File: config.mk
export PLATFORM = sky130hd
export DESIGN_NAME = ps2_kb_rx
export DESIGN_NICKNAME = d
export VERILOG_FILES = /design/src/rtl/ps2_kb_rx.sv
export SDC_FILE = /design/constraint.sdc
export NUM_CORES = 1
export LEC_CHECK = 0
export CORE_MARGIN = 4
export CORE_UTILIZATION = 55
export CTS_CLUSTER_DIAMETER = 50
export DETAILED_ROUTE_END_ITERATION = 6
export PLACE_DENSITY = 0.78
export SLEW_MARGIN = 20
export SYNTH_ARGS = -nofsm -noshare
export SYNTH_HDL_FRONTEND = slang
export SYNTH_SLANG_ARGS = --single-unit
File: constraint.sdc
create_clock -name clk -period 4.6 [get_ports clk]
set_clock_uncertainty 0.05 [all_clocks]
set_input_delay 0.69 -clock clk [delete_from_list [all_inputs] [get_ports clk]]
set_output_delay 0.69 -clock clk [all_outputs]
set_load 0.005 [all_outputs]
File: src/rtl/ps2_kb_rx.sv
// PS/2 keyboard receiver: synchronizes the raw bus, deframes 11-bit frames,
// folds E0/F0 prefixes into flags and queues {break, extended, scancode} in a FIFO.
module ps2_kb_rx #(
  parameter int TIMEOUT = 50000,
  parameter int DEPTH   = 4
) (
  input  logic       clk,
  input  logic       rst,
  input  logic       ps2_clk,
  input  logic       ps2_data,
  input  logic       ps2kb_rd,
  output logic [9:0] ps2kb_key,
  output logic       ps2kb_empty,
  output logic       ps2kb_overflow,
  output logic       frame_err
);

  localparam int AW = $clog2(DEPTH);
  localparam int CW = AW + 1;
  localparam int TW = $clog2(TIMEOUT + 1);
  localparam logic [CW-1:0] FULL_CNT = CW'(DEPTH);
  localparam logic [TW-1:0] TMO_LAST = TW'(TIMEOUT - 1);

  typedef enum logic [1:0] {
    IDLE   = 2'd0,
    DATA   = 2'd1,
    PARITY = 2'd2,
    STOP   = 2'd3
  } state_t;

  // Odd parity over data plus parity bit: a good frame XORs to 1.
  function automatic logic odd_parity_ok(input logic [7:0] d, input logic p);
    return ^{d, p};
  endfunction

  logic [2:0]    r_pclk_sync;
  logic [1:0]    r_pdat_sync;
  state_t        r_state;
  state_t        w_state_nxt;
  logic [2:0]    r_bit_cnt;
  logic [7:0]    r_shift;
  logic          r_parity;
  logic [TW-1:0] r_tmo_cnt;
  logic          r_ext;
  logic          r_brk;
  logic [9:0]    r_mem [DEPTH];
  logic [AW-1:0] r_rd_ptr;
  logic [AW-1:0] r_wr_ptr;
  logic [CW-1:0] r_count;
  logic          r_rd_prev;
  logic [9:0]    r_key;
  logic          r_empty;
  logic          r_ovf;
  logic          r_ferr;

  logic          w_fall;
  logic          w_bit;
  logic          w_tmo;
  logic          w_good;
  logic          w_bad;
  logic          w_push_req;
  logic [9:0]    w_push_data;
  logic          w_pop_req;
  logic          w_pop;
  logic          w_push;
  logic          w_drop;
  logic [AW-1:0] w_rd_ptr_nxt;
  logic [AW-1:0] w_wr_ptr_nxt;
  logic [CW-1:0] w_cnt_nxt;
  logic [9:0]    w_head_nxt;

  // Synchronizers idle high so reset release never looks like a falling edge.
  always_ff @(posedge clk) begin
    if (rst) begin
      r_pclk_sync <= 3'b111;
      r_pdat_sync <= 2'b11;
    end else begin
      r_pclk_sync <= {r_pclk_sync[1:0], ps2_clk};
      r_pdat_sync <= {r_pdat_sync[0], ps2_data};
    end
  end

  assign w_fall = r_pclk_sync[2] & ~r_pclk_sync[1];
  assign w_bit  = r_pdat_sync[1];
  assign w_tmo  = (r_state != IDLE) && !w_fall && (r_tmo_cnt == TMO_LAST);

  // Frame state register.
  always_ff @(posedge clk) begin
    if (rst) begin
      r_state <= IDLE;
    end else begin
      r_state <= w_state_nxt;
    end
  end

  // Next-state and frame verdict; a real edge always wins over the timeout.
  always_comb begin
    w_state_nxt = r_state;
    w_good      = 1'b0;
    w_bad       = 1'b0;
    if (w_tmo) begin
      w_state_nxt = IDLE;
    end else if (w_fall) begin
      case (r_state)
        IDLE: begin
          if (!w_bit) begin
            w_state_nxt = DATA;
          end else begin
            w_state_nxt = IDLE;
          end
        end
        DATA: begin
          if (r_bit_cnt == 3'd7) begin
            w_state_nxt = PARITY;
          end else begin
            w_state_nxt = DATA;
          end
        end
        PARITY: w_state_nxt = STOP;
        STOP: begin
          w_state_nxt = IDLE;
          if (w_bit && odd_parity_ok(r_shift, r_parity)) begin
            w_good = 1'b1;
          end else begin
            w_bad = 1'b1;
          end
        end
        default: w_state_nxt = IDLE;
      endcase
    end else begin
      w_state_nxt = r_state;
    end
  end

  // Bit shifter, parity capture and inactivity counter.
  always_ff @(posedge clk) begin
    if (rst) begin
      r_bit_cnt <= 3'd0;
      r_shift   <= 8'd0;
      r_parity  <= 1'b0;
      r_tmo_cnt <= '0;
    end else begin
      if ((r_state == IDLE) || w_fall || w_tmo) begin
        r_tmo_cnt <= '0;
      end else begin
        r_tmo_cnt <= r_tmo_cnt + TW'(1);
      end
      if (w_tmo) begin
        r_bit_cnt <= 3'd0;
        r_shift   <= 8'd0;
      end else if (w_fall) begin
        case (r_state)
          IDLE: begin
            r_bit_cnt <= 3'd0;
            r_shift   <= 8'd0;
          end
          DATA: begin
            r_shift   <= {w_bit, r_shift[7:1]};
            r_bit_cnt <= r_bit_cnt + 3'd1;
          end
          PARITY:  r_parity <= w_bit;
          default: r_parity <= r_parity;
        endcase
      end else begin
        r_bit_cnt <= r_bit_cnt;
      end
    end
  end

  assign w_push_req  = w_good && (r_shift != 8'hE0) && (r_shift != 8'hF0);
  assign w_push_data = {r_brk, r_ext, r_shift};

  // Prefix flags; any non-prefix byte consumes them whether or not it fits.
  always_ff @(posedge clk) begin
    if (rst) begin
      r_ext <= 1'b0;
      r_brk <= 1'b0;
    end else if (w_good) begin
      if (r_shift == 8'hE0) begin
        r_ext <= 1'b1;
      end else if (r_shift == 8'hF0) begin
        r_brk <= 1'b1;
      end else begin
        r_ext <= 1'b0;
        r_brk <= 1'b0;
      end
    end else begin
      r_ext <= r_ext;
    end
  end

  // Pop on a push into an empty FIFO passes the key straight through.
  assign w_pop_req    = ps2kb_rd & ~r_rd_prev;
  assign w_pop        = w_pop_req && ((r_count != '0) || w_push_req);
  assign w_push       = w_push_req && ((r_count != FULL_CNT) || w_pop);
  assign w_drop       = w_push_req && (r_count == FULL_CNT) && !w_pop;
  assign w_rd_ptr_nxt = w_pop  ? (r_rd_ptr + AW'(1)) : r_rd_ptr;
  assign w_wr_ptr_nxt = w_push ? (r_wr_ptr + AW'(1)) : r_wr_ptr;

  // Occupancy after this cycle's push/pop.
  always_comb begin
    w_cnt_nxt = r_count;
    case ({w_push, w_pop})
      2'b10:   w_cnt_nxt = r_count + CW'(1);
      2'b01:   w_cnt_nxt = r_count - CW'(1);
      default: w_cnt_nxt = r_count;
    endcase
  end

  // Head entry as it will look after this cycle's update.
  always_comb begin
    w_head_nxt = 10'h000;
    if (w_cnt_nxt == '0) begin
      w_head_nxt = 10'h000;
    end else if (w_push && (r_wr_ptr == w_rd_ptr_nxt)) begin
      w_head_nxt = w_push_data;
    end else begin
      w_head_nxt = r_mem[w_rd_ptr_nxt];
    end
  end

  // Storage array; contents are only observed while count is non-zero.
  always_ff @(posedge clk) begin
    if (w_push) begin
      r_mem[r_wr_ptr] <= w_push_data;
    end else begin
      r_mem[r_wr_ptr] <= r_mem[r_wr_ptr];
    end
  end

  // FIFO pointers, count, read-strobe history and registered outputs.
  always_ff @(posedge clk) begin
    if (rst) begin
      r_rd_ptr  <= '0;
      r_wr_ptr  <= '0;
      r_count   <= '0;
      r_rd_prev <= 1'b0;
      r_key     <= 10'h000;
      r_empty   <= 1'b1;
      r_ovf     <= 1'b0;
      r_ferr    <= 1'b0;
    end else begin
      r_rd_ptr  <= w_rd_ptr_nxt;
      r_wr_ptr  <= w_wr_ptr_nxt;
      r_count   <= w_cnt_nxt;
      r_rd_prev <= ps2kb_rd;
      r_key     <= w_head_nxt;
      r_empty   <= (w_cnt_nxt == '0);
      r_ovf     <= r_ovf | w_drop;
      r_ferr    <= w_bad | w_tmo;
    end
  end

  assign ps2kb_key      = r_key;
  assign ps2kb_empty    = r_empty;
  assign ps2kb_overflow = r_ovf;
  assign frame_err      = r_ferr;

endmodule

Word level (Yosys, flattened, before mapping)
Memory sizes are Yosys's and may differ from the RTL's. A register that Yosys moved wholly into a read port is not among the register bits.
Cells that the tools add are included.
- memories: 1
- RAM bits: 40
- logic and storage cells: 98
- register bits after elaboration: 48
- bits of input ports: 5
- add/sub/neg operators: 6
- equality and inequality tests: 15
- bitwise operators: 9
- reductions and logical operators: 29
- multiplexer cells: 22
- memories (memory ; words ; bits a word ; rd ports ; clocked after memory_dff ; wr ports ; RTL line ; text):
    r_mem ; 4 ; 10 ; 1 ; 1 ; 1 ; 46 ; logic [9:0] r_mem [DEPTH];
- operator list (kind ; count):
    $add 16x1->16 const B ; 1
    $eq 16x16->1 const B ; 1
    $eq 8x8->1 const B ; 2
    $ne 8x8->1 const B ; 2
    $pmux 8 s2 ; 1
    $mux 1 ; 15
    $pmux 3 s2 ; 2
    $mux 10 ; 1
    $logic_and 1x1->1 ; 9
    $reduce_xor 9->1 ; 1
    $pmux 2 s4 ; 1
    $reduce_and 2->1 ; 4
    $add 3x1->3 const B ; 2
    $eq 2x2->1 const B ; 3
    $eq 3x3->1 const B ; 2
    $reduce_or 2->1 ; 3
    $add 2x1->2 const B ; 2
    $eq 2x1->1 const B ; 2
    $logic_or 1x1->1 ; 4
    $mux 2 ; 2
    $not 1->1 ; 4
    $reduce_bool 2->1 ; 2
    $logic_not 3->1 ; 1
    $ne 3x3->1 const B ; 1
    other kinds (9) ; 13

Longest topological paths before layout
Gate-level depths: netlist (run 1).
- depth after elaboration: 16
- depth in mapped cells: 16
- mapped depth without buffers: 14

Worst setup path after synthesis (run 1)
No wires, ideal clock.
- path type: register to register
- start: register r_shift[7]
- end: register r_key[1] (netlist: ps2kb_key[1]), read port of r_mem
- setup slack: 764 ps
- cell stages (with the launch flop): 16
- arrival time: 3668 ps
- path buffers: 2
- required time: 4431 ps
- setup time: 119 ps
- cell sequence: dfxtp_1 > xnor3_1 > a2111oi_4 > mux2i_4 > a21oi_1 > buf_4 > ha_1 > inv_1 > fa_1 > xor2_1 > o21a_1 > o31ai_1 > clkbuf_1 > a311oi_1 > o211ai_1 > o2bb2ai_1
- word-level cells in the longest chain between the ends: 16
- elaborated cells between the ends (all ways): 20
- classes of those cells: 4 x eq/ne; 6 x mux; 10 x reduce/logical
- ends and longest elaborated chain (element ; RTL line ; text):
    start, declared ; 41 ; logic [7:0] r_shift;
    start signal, assigned ; 158 ; r_shift <= {w_bit, r_shift[7:1]};
    $reduce_xor 9->1 ; 33 ; return ^{d, p};
    $logic_and 1x1->1 ; 122 ; if (w_bit && odd_parity_ok(r_shift, r_parity)) begin
    $mux 1 ; 122 ;
    $mux 1 ; 104 ; case (r_state)
    $mux 1 ; 103 ; end else if (w_fall) begin
    $mux 1 ; 101 ; if (w_tmo) begin
    $logic_and 1x1->1 ; 170 ; assign w_push_req = w_good && (r_shift != 8'hE0) && (r_shift != 8'hF0);
    $logic_and 1x1->1 * ; 170 ;
    $logic_or 1x1->1 ; 194 ; assign w_pop = w_pop_req && ((r_count != '0) || w_push_req);
    $logic_and 1x1->1 ; 194 ;
    $logic_or 1x1->1 ; 195 ; assign w_push = w_push_req && ((r_count != FULL_CNT) || w_pop);
    $logic_and 1x1->1 ; 195 ;
    $eq 2x1->1 / $eq 2x2->1 (equally long branches) ; 203 ; case ({w_push, w_pop})
    $pmux 3 s2 ; 203 ;
    $logic_not 3->1 ; 213 ; if (w_cnt_nxt == '0) begin
    $reduce_or 2->1 (no source line) ; - ;
    end, declared ; 51 ; logic [9:0] r_key;
Every way passes the cells marked *; elsewhere a longest branch is shown, timed or not.
A chain may end at the register's enable or synchronous reset.

Final worst setup path (run 1)
- start: register r_shift[5]
- end: register r_key[2] (netlist: ps2kb_key[2]), read port of r_mem
Same word-level chain as after synthesis.

==> results of run 1 <==
==> area by class of cell <==
| type | instances | area (um2) |
|---|---|---|
| sequential | 98 | 2362 |
| timing repair buffer | 26 | 237.7 |
| fill | 670 | 3124 |
| clock buffer | 10 | 127.6 |
| tap | 105 | 131.4 |
| multi-input combinational | 327 | 2227 |
| inverter | 13 | 48.80 |
| clock inverter | 6 | 40.04 |
==> logic make-up (layout without fill, tap and decap cells) <==
group,Yosys count,in the layout,synth area share
mux,21,21,0.04796
flops,98,98,0.4975
fa+ha+maj,9,9,0.02530
buf+inv,38,55,0.03346
xor+xnor,24,24,0.05033
compound gates,111,111,0.1686
simple gates,162,162,0.1768
==> power groups by stage <==
stage | combinational, uW | clock, uW | sequential [uW]
2_1_floorplan | 19.2 | 0 | 920
3_3_place_gp | 27.8 | 0 | 920
3_5_place_dp | 28.4 | 0 | 921
4_1_cts | 28.4 | 502 | 900
5_1_grt | 31.5 | 545 | 901
6_report | 29.2 | 495 | 901
==> state kept, by name, summed over array words and instances (netlist names), 2 cells and up, named ones only <==
signal / count
r_mem: 40
r_tmo_cnt: 16
ps2kb_key: 10
r_shift: 8
r_bit_cnt: 3
r_count: 3
r_pclk_sync: 3
r_pdat_sync: 2
r_rd_ptr: 2
r_wr_ptr: 2
==> metal layers <==
layer | vias to the layer above | routed length [um]
met4 | 0 | 190
li1 | 1729 | -
met1 | 1750 | 4483
met5 | - | 0
met3 | 24 | 718
met2 | 150 | 4895
==> how the worst max path moves through the flow <==
stage	startpoint	endpoint	depth (start not counted)	slack, ns
final	r_shift[5]$_SDFFE_PP0P_	ps2kb_key[2]$_SDFF_PP0_	15	0.38
after detailed placement	r_shift[7]$_SDFFE_PP0P_	ps2kb_key[4]$_SDFF_PP0_	15	0.46
after global placement	r_shift[7]$_SDFFE_PP0P_	ps2kb_key[2]$_SDFF_PP0_	15	0.62
after global routing	r_shift[5]$_SDFFE_PP0P_	ps2kb_key[4]$_SDFF_PP0_	15	0.08
after floorplan	r_shift[7]$_SDFFE_PP0P_	ps2kb_key[1]$_SDFF_PP0_	15	0.76
after CTS	r_shift[7]$_SDFFE_PP0P_	ps2kb_key[2]$_SDFF_PP0_	15	0.43
==> through the flow <==
stage,area [um2],instances
final,5175,585
after global routing,5175,585
after CTS,5175,585
after detailed placement,5007,569
after global placement,5007,569
after floorplan,4748,463
==> worst max-delay path, cell delays in order, from the launching register on <==
cell and delay, ns:
dfxtp_1 0.58, nor4bb_1 0.52, a2111oi_4 0.17, mux2i_4 0.52, nor2_1 0.11, buf_4 0.18, inv_1 0.06, ha_1 0.18
inv_1 0.06, fa_1 0.37, xor2_1 0.16, nor3_1 0.20, o31ai_1 0.11, buf_4 0.21, nor3_4 0.46, a32o_1 0.21
==> layout by cell type, fill, tap and decap left out, drive strengths merged, types with 8 or more instances in the layout <==
| cell | Yosys | final |
|---|---|---|
| ha | 8 | 8 |
| buf | 7 | 9 |
| o21ai | 16 | 16 |
| nand2 | 28 | 28 |
| o22ai | 12 | 12 |
| or3 | 12 | 12 |
| dfxtp | 58 | 58 |
| nor3 | 10 | 10 |
| clkdlybuf4s50 | 0 | 17 |
| a22oi | 10 | 10 |
| a311oi | 11 | 11 |
| mux2i | 20 | 20 |
| nor2 | 55 | 55 |
| a31oi | 10 | 10 |
| xor2 | 11 | 11 |
| clkbuf | 18 | 10 |
| xnor2 | 11 | 11 |
| o2bb2ai | 9 | 9 |
| a21oi | 21 | 21 |
| inv | 13 | 15 |
| nand2b | 13 | 13 |
| o211ai | 11 | 11 |
| edfxtp | 40 | 40 |
==> results.ini, run 1 <==
[outcome]
status=complete, no violations

[grt]
grt_overflow=0
grtUsageTotal=0.2136
antenna_found_initial=0
busiest_layer=met2
use_met3=0.03737
grt_pass1_wl_um=17260
use_met1=0.2767
use_met2=0.3620
grt_max_degree=31
grt_pass1_vias=3527

[logic_synthesis]
synth_area_mm2=0.004748
yosysTopAreaCellShare=0.2530
synth_nets=477
synth_most_common_cell=dfxtp_1
synth_common_cells=58 x dfxtp_1, 55 x nor2_1, 40 x edfxtp_1, 28 x nand2_1, 21 x a21oi_1
synth-edff-count=40
yosysWarnings=0
syn_area_per_cell_um2=10.26
ys_ff_latch=98
async_reset_ff_frac=0
yosys-top-cells-area=edfxtp_1 25%, dfxtp_1 24%, nor2_1 4.3%
syn_inst=463
ys_seq_area_frac=0.4975
synthFlopType=dfxtp_1
synth_cell_types=57
yosys.area.top_type=edfxtp_1

[power]
pwr-share-clk=0.347
p_int_uw=1107
power.leakage_uw=0.001662
power_density_mw_per_mm2=275.3
swShare=0.2233
ir_drop_mv=0.2282
p_total_uw=1425
pwr-share-seq=0.632
power.switching_uw=318.2
p_comb_frac=0.021

[timing]
tns_ns=0
rsz0062_at_grt=no
holdWs_ns=0.3740
setup_slack_ns=0.3814
worst_slew_pin_slew_ns=0.7532
maxSlewViolCount=0
slew_headroom=0.4960
max_freq_mhz=237.0
period_minus_slack_ns=4.219
period_share=0.9171
setup_viol=0
finalHoldViolCount=0

[drt]
vias_per_cell=6.244
drt-pass1-iter-count=5
vias=3653
dr.first_iter.drc_count=332
final_antenna_net_count=0
wirelength_um=10290
drc_errors=0
routedWlPerCell_um=17.58

[final_layout]
fin_util=0.6235
antenna_cells=0
final_layout_size_suffix_gt1_frac=0.08958
syn_to_final_growth_pct=8.985
finalNetCount=489

[place]
io_buffers=17
dpl_worst_slack_ns=0.4555
place.gp.congestion=0.8142
hpwl_um=6781

[setup_path]
rrSetupSlack_ns=0.38
crit_fanout=15
worstRegToRegCells=15
critPathKind=flip-flop to flip-flop
critPathRequiredTime_ns=4.85
end_kind=flip-flop
regToRegEndpoint=ps2kb_key[2]$_SDFF_PP0_
worst_ep_arrival_time_ns=4.47
crit_path_start_kind=flip-flop
r2r-start=r_shift[5]$_SDFFE_PP0P_

[clocking]
cts_setup_buffers=0
ctsResizeCount=0
cts_buffer_depth=2
root_buffer=clkbuf_8
htree_levels=3
cts_tree=yes
clkTransAtPathRegs_ns=0.09
clkLatencyLatePin_ns=0.36
clkSinkCount=98
postCtsHoldBufs=0
cts_buffers=9

[worst_hold_path]
hold_class=flip-flop to flip-flop
hold_depth=1
holdPathEnd=r_pdat_sync[1]$_SDFF_PP1_
min_from=r_pdat_sync[0]$_SDFF_PP1_

[floorplanning]
dieWidth_um=100.9
dieHeight_um=100.9
io_pins=18
die_area_mm2=0.01018
fp.coreArea_mm2=0.008299
num_rows=33
start_util=0.5721

[job]
maxCapViolations=0

Note: power is estimated with default switching activity, not from simulation.
==> run 2: changes to the inputs <==
--- a/config.mk
+++ b/config.mk
@@ -6,10 +6,10 @@
 export NUM_CORES = 1
 export LEC_CHECK = 0
 export CORE_MARGIN = 4
-export CORE_UTILIZATION = 55
+export CORE_UTILIZATION = 60
 export CTS_CLUSTER_DIAMETER = 50
 export DETAILED_ROUTE_END_ITERATION = 6
-export PLACE_DENSITY = 0.78
+export PLACE_DENSITY = 0.84
 export SLEW_MARGIN = 20
 export SYNTH_ARGS = -nofsm -noshare
 export SYNTH_HDL_FRONTEND = slang
==> results.ini, run 2 (synthesis gave the netlist of run 1 again) <==
[timing]
maxSlewViolCount=0
rsz0062_at_grt=no
worst_slew_pin_slew_ns=0.7402
setup_slack_ns=0.5390
max_freq_mhz=246.2
period_share=0.8828
setup_viol=0
slew_headroom=0.5028
tns_ns=0
period_minus_slack_ns=4.061
finalHoldViolCount=0

[final_layout]
layout_commonest_cell=dfxtp_1
syn_to_final_growth_pct=9.354
final_layout_size_suffix_gt1_frac=0.09167
layout_common_cells=58 x dfxtp_1, 55 x nor2_1, 40 x edfxtp_1
n_fill_cell=591
antenna_cells=0
regMostFlops=r_mem
largest_register_ffs=40
finalNetCount=489

[power]
power_density_mw_per_mm2=282.4
power.leakage_uw=0.001673
ir_drop_mv=0.1653

[drt]
routedWlPerCell_um=17.99
drt-pass1-iter-count=5
vias_per_cell=6.242
final_antenna_net_count=0
vias=3633
dr.first_iter.drc_count=380
drc_errors=0
wirelength_um=10470

[clocking]
clkLatencyLatePin_ns=0.36
cts_setup_buffers=0
cts_buffer_depth=2
postCtsHoldBufs=0
root_buffer=clkbuf_8
ctsResizeCount=0
cts_buffers=9
clkSinkCount=98
clkTransAtPathRegs_ns=0.10
htree_levels=3
cts_tree=yes

[setup_path]
end_kind=flip-flop
worst_ep_arrival_time_ns=4.30
critPathTopFamily=compound AO/OA/AOI/OAI gates
crit_path_start_kind=flip-flop
path_buf_inv=3
r2r-start=r_shift[7]$_SDFFE_PP0P_
critPathRequiredTime_ns=4.84
regToRegEndpoint=ps2kb_key[6]$_SDFF_PP0_
crit_fanout=14
slowest_stage=dfxtp_1
rrSetupSlack_ns=0.54
cpMostUsedCell=buf_4
cpPeakStageDelay_ns=0.53
path_cells=xnor3_1 > a2111oi_4 > mux2i_4 > buf_4 > a21oi_1 > ha_1 > inv_1 > fa_1 > xor2_1 > nor3_1 > o31ai_1 > buf_4 > nor3_4 > o2bb2ai_1
worstRegToRegCells=14
critPathKind=flip-flop to flip-flop

[worst_hold_path]
min_from=r_pdat_sync[0]$_SDFF_PP1_
holdPathEnd=r_pdat_sync[1]$_SDFF_PP1_
hold_depth=1
hold_class=flip-flop to flip-flop

[grt]
use_met1=0.2883
grt_pass1_wl_um=17170
busiest_layer=met2
grt_pass1_vias=3496
grt_max_degree=27
use_met2=0.3593
antenna_found_initial=0
use_met3=0.05047
grt_overflow=0
grtUsageTotal=0.2240

[place]
io_buffers=17
place.gp.congestion=0.8913
hpwl_um=6861
dpl_worst_slack_ns=0.6018

[floorplanning]
die_area_mm2=0.009401
start_util=0.6145
fp.coreArea_mm2=0.007727
dieHeight_um=96.96
dieWidth_um=96.96
io_pins=18
num_rows=32

[outcome]
status=complete, no violations

[job]
maxCapViolations=0

## run 2: cell types whose count changed in the layout (fill, tap and decap cells not counted), sizes merged
| cell | before | now |
|---|---|---|
| clkbuf | 10 | 11 |
| clkinv | 4 | 3 |
## run 2: layout make-up
class | count | area (um2) | area share
sequential | 98 | 2362 | 0.4549
multi-input combinational | 327 | 2227 | 0.4289
timing repair buffer | 26 | 237.7 | 0.04578
clock buffer | 11 | 152.6 | 0.02940
tap | 102 | 127.6 | 0.02458
inverter | 13 | 48.80 | 0.009398
clock inverter | 5 | 36.28 | 0.006988
## run 2: report_power, final
group	switching [uW]	internal, uW	leakage (uW)
clock	304	233	0.000101
sequential	2.01	898	0.000857
combinational	19.1	9.88	0.000714
## run 2: stage by stage
step / power (uW) / hold slack (ns) / util / cell area [um2] / instances
final: 1466 / 0.3673 / 0.6720 / 5192 / 582
after global routing: 1508 / 0.3806 / 0.6720 / 5192 / 582
after CTS: 1469 / 0.3681 / 0.6720 / 5192 / 582
after detailed placement: 948.9 / 0.3460 / 0.6475 / 5004 / 566
after global placement: 948.0 / 0.3425 / 0.6475 / 5004 / 566
after floorplan: 939.2 / 0.3395 / - / 4748 / 463
## run 2: metal layers
| layer | part of all wire | up-vias |
|---|---|---|
| met4 | 0.019 | 0 |
| met5 | 0 | - |
| li1 | - | 1729 |
| met2 | 0.48 | 169 |
| met1 | 0.41 | 1712 |
| met3 | 0.088 | 23 |
## run 2: how the worst max path moves through the flow
stage / slack [ns] / endpoint / start / depth (start not counted)
floorplan: 0.76 / ps2kb_key[1]$_SDFF_PP0_ / r_shift[7]$_SDFFE_PP0P_ / 15
global placement: 0.78 / ps2kb_key[6]$_SDFF_PP0_ / r_shift[7]$_SDFFE_PP0P_ / 14
detailed placement: 0.60 / ps2kb_key[6]$_SDFF_PP0_ / r_shift[7]$_SDFFE_PP0P_ / 14
CTS: 0.56 / ps2kb_key[5]$_SDFF_PP0_ / r_shift[7]$_SDFFE_PP0P_ / 14
global route: 0.34 / ps2kb_key[2]$_SDFF_PP0_ / r_shift[7]$_SDFFE_PP0P_ / 14
finish: 0.54 / ps2kb_key[6]$_SDFF_PP0_ / r_shift[7]$_SDFFE_PP0P_ / 14
==> run 3: changes to the inputs <==
--- a/config.mk
+++ b/config.mk
@@ -9,6 +9,7 @@
 export CORE_UTILIZATION = 60
 export CTS_CLUSTER_DIAMETER = 50
 export DETAILED_ROUTE_END_ITERATION = 6
+export GPL_ROUTABILITY_DRIVEN = 0
 export PLACE_DENSITY = 0.84
 export SLEW_MARGIN = 20
 export SYNTH_ARGS = -nofsm -noshare
==> results of run 3 <==
The final DEF is identical to that of run 2; final timing and power are the same.
